===== src/rtl/dmem_responder_if.sv =====
// Load/store port between the MEM stage (master) and the data-memory responder (slave).
interface dmem_responder_if;
  logic        req;
  logic        we;
  logic [31:0] addr;
  logic [31:0] wdata;
  logic        busy;
  logic        ack;
  logic [31:0] rdata;
  logic        err;

  modport master (
    output req, we, addr, wdata,
    input  busy, ack, rdata, err
  );

  modport slave (
    input  req, we, addr, wdata,
    output busy, ack, rdata, err
  );
endinterface


===== src/rtl/dmem_responder.sv =====
// Data-memory responder: one word read/write per request, answered LATENCY cycles after
// acceptance, with a combinational busy so the CPU can stall its pipeline.
module dmem_responder #(
  parameter int unsigned DEPTH   = 32,
  parameter int unsigned LATENCY = 4
) (
  input  logic             clk_i,
  input  logic             rst_i,
  dmem_responder_if.slave  bus
);

  localparam int unsigned IdxW = (DEPTH > 1) ? $clog2(DEPTH) : 1;
  localparam int unsigned CntW = (LATENCY > 2) ? $clog2(LATENCY - 1) : 1;
  localparam logic [CntW-1:0] CntInit = CntW'((LATENCY > 1) ? (LATENCY - 2) : 0);

  typedef enum logic [1:0] {StIdle, StWait, StResp} state_e;

  state_e            state_q, state_d;
  logic [CntW-1:0]   cnt_q, cnt_d;
  logic              we_q, we_d;
  logic [31:0]       addr_q, addr_d;
  logic [31:0]       wdata_q, wdata_d;
  logic [31:0]       rdata_q, rdata_d;
  logic              ack_q, ack_d;
  logic              err_q, err_d;

  logic [31:0]       mem_q [DEPTH];

  logic              cur_we;
  logic [31:0]       cur_addr;
  logic [31:0]       cur_wdata;
  logic              cur_err;
  logic [IdxW-1:0]   cur_idx;
  logic              enter_resp;

  // In IDLE the live request is used so LATENCY==1 can complete on the accepting edge.
  always_comb begin
    if (state_q == StIdle) begin
      cur_we    = bus.we;
      cur_addr  = bus.addr;
      cur_wdata = bus.wdata;
    end else begin
      cur_we    = we_q;
      cur_addr  = addr_q;
      cur_wdata = wdata_q;
    end
    cur_err = (|cur_addr[1:0]) | (|cur_addr[31:IdxW+2]);
    cur_idx = cur_addr[IdxW+1:2];
  end

  always_comb begin
    state_d    = state_q;
    cnt_d      = cnt_q;
    we_d       = we_q;
    addr_d     = addr_q;
    wdata_d    = wdata_q;
    rdata_d    = rdata_q;
    ack_d      = 1'b0;
    err_d      = 1'b0;
    enter_resp = 1'b0;

    unique case (state_q)
      StIdle: begin
        if (bus.req) begin
          we_d    = bus.we;
          addr_d  = bus.addr;
          wdata_d = bus.wdata;
          if (LATENCY == 1) begin
            enter_resp = 1'b1;
          end else begin
            state_d = StWait;
            cnt_d   = CntInit;
          end
        end
      end
      StWait: begin
        if (cnt_q == '0) begin
          enter_resp = 1'b1;
        end else begin
          cnt_d = cnt_q - CntW'(1);
        end
      end
      StResp:  state_d = StIdle;
      default: state_d = StIdle;
    endcase

    if (enter_resp) begin
      state_d = StResp;
      ack_d   = 1'b1;
      err_d   = cur_err;
      if (!cur_we) begin
        rdata_d = cur_err ? 32'h0 : mem_q[cur_idx];
      end
    end
  end

  always_ff @(posedge clk_i or posedge rst_i) begin
    if (rst_i) begin
      state_q <= StIdle;
      cnt_q   <= '0;
      we_q    <= 1'b0;
      addr_q  <= '0;
      wdata_q <= '0;
      rdata_q <= '0;
      ack_q   <= 1'b0;
      err_q   <= 1'b0;
    end else begin
      state_q <= state_d;
      cnt_q   <= cnt_d;
      we_q    <= we_d;
      addr_q  <= addr_d;
      wdata_q <= wdata_d;
      rdata_q <= rdata_d;
      ack_q   <= ack_d;
      err_q   <= err_d;
    end
  end

  // Storage is deliberately outside reset so its contents survive it.
  always_ff @(posedge clk_i) begin
    if (enter_resp && cur_we && !cur_err && !rst_i) begin
      mem_q[cur_idx] <= cur_wdata;
    end
  end

  assign bus.busy  = ((state_q == StIdle) && bus.req) || (state_q == StWait);
  assign bus.ack   = ack_q;
  assign bus.err   = err_q;
  assign bus.rdata = rdata_q;

endmodule


===== src/flat_wrapper.sv =====
// flat-port wrapper written by rule: the top's interface ports become plain ports
module dmem_responder_flat 
#(
  parameter int unsigned DEPTH   = 32,
  parameter int unsigned LATENCY = 4
)
  (clk_i, rst_i, bus_req, bus_we, bus_addr, bus_wdata, bus_busy, bus_ack, bus_rdata, bus_err);
  dmem_responder_if bus_i ();
  input  logic clk_i;
  input  logic rst_i;
  input wire logic [$bits(bus_i.req)-1:0] bus_req;
  input wire logic [$bits(bus_i.we)-1:0] bus_we;
  input wire logic [$bits(bus_i.addr)-1:0] bus_addr;
  input wire logic [$bits(bus_i.wdata)-1:0] bus_wdata;
  output wire logic [$bits(bus_i.busy)-1:0] bus_busy;
  output wire logic [$bits(bus_i.ack)-1:0] bus_ack;
  output wire logic [$bits(bus_i.rdata)-1:0] bus_rdata;
  output wire logic [$bits(bus_i.err)-1:0] bus_err;
  assign bus_i.req = bus_req;
  assign bus_i.we = bus_we;
  assign bus_i.addr = bus_addr;
  assign bus_i.wdata = bus_wdata;
  assign bus_busy = bus_i.busy;
  assign bus_ack = bus_i.ack;
  assign bus_rdata = bus_i.rdata;
  assign bus_err = bus_i.err;
  dmem_responder #(.DEPTH(DEPTH), .LATENCY(LATENCY)) u_core (.clk_i(clk_i), .rst_i(rst_i), .bus(bus_i));
endmodule

===== config.mk =====
export PLATFORM = sky130hd
export DESIGN_NAME = dmem_responder_flat
export DESIGN_NICKNAME = d
export VERILOG_FILES = /design/src/rtl/dmem_responder_if.sv /design/src/rtl/dmem_responder.sv /design/src/flat_wrapper.sv
export SDC_FILE = /design/constraint.sdc
export NUM_CORES = 1
export LEC_CHECK = 0
export BUFFER_PORTS_ARGS = -buffer_cell sky130_fd_sc_hd__buf_2
export CELL_PAD_IN_SITES_DETAIL_PLACEMENT = 1
export CELL_PAD_IN_SITES_GLOBAL_PLACEMENT = 2
export CORE_MARGIN = 2
export CORE_UTILIZATION = 40
export CTS_CLUSTER_SIZE = 16
export DETAILED_ROUTE_END_ITERATION = 10
export PLACE_DENSITY = 0.72
export REMOVE_ABC_BUFFERS = 1
export SLEW_MARGIN = 20
export SYNTH_ARGS = -nofsm -noshare
export SYNTH_HDL_FRONTEND = slang
export SYNTH_SLANG_ARGS = --single-unit

===== constraint.sdc =====
create_clock -name clk_i -period 5.3 [get_ports clk_i]
set_clock_uncertainty 0.15 [all_clocks]
set_input_delay 0 -clock clk_i [delete_from_list [all_inputs] [get_ports clk_i]]
set_output_delay 0 -clock clk_i [all_outputs]
set_load 0.05 [all_outputs]

==> results of run 1 <==
## synth_stat cells, drive strengths merged, types with 2 or more instances
cell type  number
a22o           15
a2111oi         5
o2bb2ai         2
mux4           84
nand4          33
nor2b           2
or2             2
buf            95
a21oi          13
o22a            2
mux2i         105
o311a           4
o31ai           8
o221ai         11
edfxtp       1024
or4b            4
o221a           2
a32o           10
o2111ai         8
o21ai          53
a21o            3
nand2         648
a211oi         12
nor3           27
or3b            3
and2            3
o21a            4
nor4           24
o22ai          56
inv             6
a32oi          52
mux2           33
clkbuf         49
a31oi          15
dfrtp         103
nand3         104
nor2           81
and3           11
o32ai           5
a221oi         11
nand2b          4
o211ai          4
a22oi          12
## timing repair
item,CTS,global route
hold buffers,176,0
hold endpoints to repair,133,0
setup endpoints to repair,0,0
## worst register-to-register path, stage by stage (launching register included)
cell	delay, ps
dfrtp_1	370
buf_4	210
nor2_4	540
nand4_1	180
o22ai_1	360
buf_4	240
nand4_1	230
nor2_1	240
nand2_1	420
nor2_4	820
buf_12	300
## kinds of logic (layout without fill, tap and decap cells)
kind of cell,Yosys count,after routing,share of synthesized area
flops,1127,1127,0.761
simple gates,950,950,0.0921
compound gates,314,314,0.0524
mux,222,222,0.0757
buf+inv,150,619,0.0182
fa+ha+maj,1,1,0.000286
## report_power, final
part	internal (W)	switching (W)
registers	0.0116	0.000243
logic	0.00275	0.00719
clock network	0.00473	0.00346
## sequential cells by signal, indices dropped and copies added (netlist names)
signal / flops
u_core.mem_q: 1024
u_core.addr_q: 32
u_core.bus.rdata: 32
u_core.wdata_q: 32
u_core.cnt_q: 2
u_core.state_q: 2
u_core.bus.ack: 1
u_core.bus.err: 1
u_core.we_q: 1
## final timing paths
path	slack (ps)	cells after the start	startpoint	endpoint
hold reg to reg	330	2	u_core.wdata_q[21]	u_core.wdata_q[21]
max in group asynchronous	3240	5	rst_i	u_core.wdata_q[31]
hold / removal	330	2	u_core.wdata_q[21]	u_core.wdata_q[21]
min in group asynchronous	430	4	rst_i	u_core.wdata_q[1]
setup reg to reg	890	10	u_core.state_q[0]	u_core.mem_q[7][17]
setup / recovery	890	10	u_core.state_q[0]	u_core.mem_q[7][17]
## metal layers
layer	track usage	share of wire	wire length, um
met2	0.421	0.48	68800
met1	0.354	0.41	59500
met4	0.0780	0.031	4490
met3	0.0389	0.077	11100
met5	0	0.000069	10
## metrics by stage
step           total power [W]  TNS (ps)  std cells  hold WS [ps]
2_1_floorplan           0.0178  -1247310       2620         -44.6
3_3_place_gp            0.0215         0       4250          38.1
3_5_place_dp            0.0218         0       4250          42.2
4_1_cts                 0.0301         0       4647           328
5_1_grt                 0.0311         0       4647           354
6_report                0.0300         0       4647           326
## cell type report
class	count	area share
sequential	1127	0.636
multi-input combinational	1487	0.192
timing repair buffer	392	0.0656
tap	1414	0.0337
inverter	6	0.000525
clock buffer	168	0.0628
clock inverter	53	0.00971
==> metrics.md, run 1 <==
| Metric | Value |
|---|---|
| Hpwl dp | `a little under 90 mm` |
| Input/output buffers | `102` |
| Filler cell count | `10500` |
| Most common cell after layout, fill and taps aside | `edfxtp_1` |
| Critical path arrival | `4650 ps` |
| Initial DRC count | `3093` |
| Critical Path End Type | `flop` |
| Synth area leaders | `edfxtp_1 (70%), dfrtp_1 (5.9%), nand2_1 (5.5%), mux4_2 (4.3%), mux2i_1 (2.4%)` |
| Slowest cell on crit path | `nor2_4` |
| Total number of yosys warnings | `0` |
| PwrDens | `572 nW/um^2` |
| Vias per cell | `approximately 6` |
| Max_cap viols | `0` |
| Clk buf depth | `3` |
| # H-tree levels | `3` |
| Share of Yosys cell area claimed by the top area cell type | `0.702` |
| Core Util, Final | `0.482` |
| IO Pins | `~100` |
| Worst-Margin Slew | `between 1000 and 1500 ps` |
| First-pass GRT wire length | `206 mm` |
| Static leakage | `17.9 nW` |
| Post-route antenna net violation count | `0` |
| GP Congestion | `between 0.8 and 0.9` |
| Ant. Diodes | `0` |
| Top cell type by total area after synthesis | `edfxtp_1` |
| Mapped Cells | `between 2000 and 3000` |
| Setup WS post-layout | `885 ps` |
| CP Max Fanout | `22` |
| Fin crit period | `4410 ps` |
| Die Area | `112000 um^2` |
| Die Y | `about 330 um` |
| GRT Residual Overflow | `0` |
| DRT Pass-1 Iters | `7` |
| Post-route cell area | `52400 um^2` |
| Top delay family on crit path | `simple AND/OR/NAND/NOR gates` |
| Slew Limit Fails | `0` |
| CTS tree | `yes` |
| Largest net degree at the start of global routing | `88` |
| DP Area | `~47000 um^2` |
| Status | `complete, no violations` |
| Crit-path max cell delay | `820 ps` |
| Sequential share of the synthesized area | `0.761` |
| WP data required | `5530 ps` |
| Core box area | `roughly 110000 um^2` |
| Pre-CTS setup slack | `between 900 and 1000 ps` |
| Max transition margin | `0.191` |
| Post-CTS setup buffer count | `0` |
| Number of synthesized flops with an enable pin | `~1000` |
| Vias in the first global route | `between 20000 and 30000` |
| Area of the multi-input gates | `10100 um^2` |
| Share of layout cells above drive strength 1 | `0.182` |
| Initial antenna violation count | `4` |
| Peak supply drop | `326 uV` |
| Critical path cell sequence | `buf_4 > nor2_4 > nand4_1 > o22ai_1 > buf_4 > nand4_1 > nor2_1 > nand2_1 > nor2_4 > buf_12` |
| Total track usage | `0.257` |
| Ys flop type | `edfxtp_1` |
| Synth unique cells | `67` |
| Cell Area, Synth | `about 44000 um^2` |
| Fin crit share | `0.833` |
| WL/cell | `31.0 um` |
| Inserted Clock Buffers | `118` |
| Yosys reg bits | `roughly 1100` |
| Cell row count | `approximately 120` |
| Unrepaired setup endpoints after global routing | `false` |
| Vias post-DR | `27400` |
| Clock root cell | `clkbuf_16` |
| Buffers and inverters on the worst path | `3` |
| Clk slew on worst S/H paths | `60 ps` |
| Routed WL | `between 100 and 150 mm` |
| Top achievable clock speed | `around 230 MHz` |
| Synth async-reset ratio | `0.0914` |
| Synthesis-to-finish area growth | `19.8%` |
| Crit Path Class | `reg -> reg` |
| Post_cts resized | `0` |
| Chip width | `335 um` |
| Crit path launch type | `flop` |
| Worst Hold Class | `reg -> reg` |
| Post-Syn Area per Cell | `15.8 um^2` |
| Initial Utilization | `0.403` |
| Clock Sink Count | `1127` |
| # nets final | `3201` |
| Storage cell area | `33300 um^2` |
| Finish-stage setup viols | `0` |
| Leading cell types in the layout, fill and taps excluded | `edfxtp_1 (1024), nand2_1 (615), dlygate4sd3_1 (176), clkbuf_16 (119)` |
| Post-route DRC | `0` |
| Clock Latency Late Sink | `roughly 720 ps` |
| Final hold violation count | `0` |
Power figures use the tool's default switching activity.
==> run 2: changes to the inputs <==
clock period = 3.9 ns   (was 5.3 ns; I/O delays follow)
==> metrics.md, run 2 (same netlist as run 1, synthesis figures left out) <==
| Metric | Value |
|---|---|
| Status | `complete, no violations` |
| Post-route DRC | `0` |
| Pre-CTS setup slack | `about 160 ps` |
| Total track usage | `0.254` |
| Share of layout cells above drive strength 1 | `0.195` |
| Min-Delay Path Depth | `4` |
| Vias per cell | `5.84` |
| Placed Cells | `4302` |
| Clock Sink Count | `1127` |
| Worst-Margin Slew | `about 1200 ps` |
| Slew Limit Fails | `0` |
| Chip width | `335 um` |
| Vias in the first global route | `29000` |
| Initial Utilization | `0.403` |
| Storage cell area | `33300 um^2` |
| Hpwl dp | `84.3 mm` |
| CP Max Fanout | `21` |
| WL/cell | `30.2 um` |
| Post-route antenna net violation count | `0` |
| Vias post-DR | `27500` |
| Unrepaired setup endpoints after global routing | `false` |
| Clock root cell | `clkbuf_16` |
| Crit path launch type | `flop` |
| Synthesis-to-finish area growth | `20.6%` |
| Area of the multi-input gates | `10000 um^2` |
| PwrDens | `774 nW/um^2` |
| Largest register FFs | `just over 1000` |
| Clock Latency Late Sink | `720 ps` |
| Largest net degree at the start of global routing | `88` |
| Finish-stage setup viols | `0` |
| DRT Pass-1 Iters | `5` |
| Filler cell count | `10500` |
| Fin Setup TNS | `0 ps` |
| Static leakage | `~18 nW` |
| # nets final | `~3200` |
| Initial antenna violation count | `3` |
| Largest Register | `u_core.mem_q` |
| GP Congestion | `0.805` |
| # H-tree levels | `3` |
| Fin crit share | `0.973` |
| R2r setup slk | `110 ps` |
| Routed WL | `about 140 mm` |
| Min-delay src | `bus_addr[4]` |
| Core box area | `around 110000 um^2` |
| Initial DRC count | `2793` |
| Input/output buffers | `102` |
| Max transition margin | `0.209` |
| Die Area | `112000 um^2` |
| Critical path arrival | `3970 ps` |
| Top achievable clock speed | `264 MHz` |
| Worst Hold Class | `in -> reg` |
| Cell row count | `121` |
| Leading cell types in the layout, fill and taps excluded | `edfxtp_1 (1024), nand2_1 (633), dlygate4sd3_1 (172), buf_4 (144), clkbuf_16 (118)` |
| Clk buf depth | `3` |
| Crit Path Class | `reg -> reg` |
| GRT Residual Overflow | `0` |
| WP data required | `4080 ps` |
| Die Y | `335 um` |
| Critical Path End Type | `flop` |
| Post-Layout Cell Count | `approximately 4700` |
| Setup WS post-layout | `between 100 and 150 ps` |
| Most common cell after layout, fill and taps aside | `edfxtp_1` |
| R2r endpoint | `u_core.mem_q[19][2]` |
| IO Pins | `103` |
| Worst flop-to-flop path startpoint | `u_core.cnt_q[0]` |
| Max_cap viols | `0` |
| Reg2Reg Depth | `11` |
| Fin crit period | `3790 ps` |
| Final hold violation count | `0` |
| Peak supply drop | `roughly 480 uV` |
| Inserted Clock Buffers | `117` |
| Worst hold endpoint | `u_core.addr_q[4]` |
| Clk slew on worst S/H paths | `approximately 60 ps` |
| CTS tree | `yes` |
| First-pass GRT wire length | `205 mm` |
run 2: cell types whose count changed in the layout (fill, tap and decap cells not counted), sizes merged, moves of 4 or more:
| cell | previous run | this run |
|---|---|---|
| clkinvlp | 4 | 10 |
| buf | 216 | 268 |
| diode | 0 | 4 |
| dlygate4sd3 | 176 | 172 |
| clkbuf | 168 | 155 |
| bufinv | 9 | 13 |
run 2: worst max-delay path: stages, from the launching register on:
cell and delay, ps:
dfrtp_1 410, inv_1 100, ha_1 290, nand2_1 100, or2_2 330, inv_1 90
nand4_1 290, buf_4 280, nor2_1 140, nand2_1 130, nor2_4 430, buf_4 640
run 2: where the power goes:
part | total (W) | switching, W | internal [W]
Sequential | 0.0161 | 0.000306 | 0.0158
Combinational | 0.0134 | 0.00940 | 0.00400
Clock | 0.0114 | 0.00473 | 0.00663
run 2: repair_timing:
action	4_1_cts	5_1_grt
setup endpoints to repair	0	13
resized for setup	0	1
endpoints found under the hold margin	436	0
hold buffers	172	0
setup buffers	0	0
run 2: how the worst max path moves through the flow:
stage | end | cells past startpoint | slack [ps] | startpoint
6_report | u_core.mem_q[19][2] | 11 | 110 | u_core.cnt_q[0]
5_1_grt | u_core.mem_q[19][2] | 11 | 2 | u_core.cnt_q[0]
4_1_cts | u_core.mem_q[13][13] | 11 | 100 | u_core.cnt_q[0]
3_5_place_dp | u_core.mem_q[13][21] | 11 | 160 | u_core.cnt_q[0]
3_3_place_gp | u_core.mem_q[13][21] | 9 | 140 | u_core.addr_q[27]
2_1_floorplan | u_core.mem_q[25][0] | 3 | -2750 | u_core.state_q[1]
run 2: layout make-up:
cell class / count / area share
sequential: 1127 / 0.631
multi-input combinational: 1488 / 0.190
timing repair buffer: 440 / 0.0709
clock buffer: 155 / 0.0606
tap: 1414 / 0.0335
clock inverter: 68 / 0.0135
inverter: 6 / 0.000521
antenna: 4 / 0.000190
run 2: metrics by stage:
step,total power (W),hold WS [ps],instance area (um^2),util
after CTS,0.0409,24.6,52800,0.485
after floorplan,0.0242,-44.6,43000,-
final,0.0409,65.1,52800,0.486
after detailed placement,0.0295,-143,47100,0.434
after global routing,0.0424,70.7,52800,0.486
after global placement,0.0290,-126,47100,0.434
run 2: per-layer routing:
metal,global-route usage,vias up,part of all wire
met4,0.0907,2,0.034
li1,-,11500,-
met1,0.343,14500,0.41
met5,0,-,0.000092
met2,0.421,1159,0.48
met3,0.0342,248,0.068
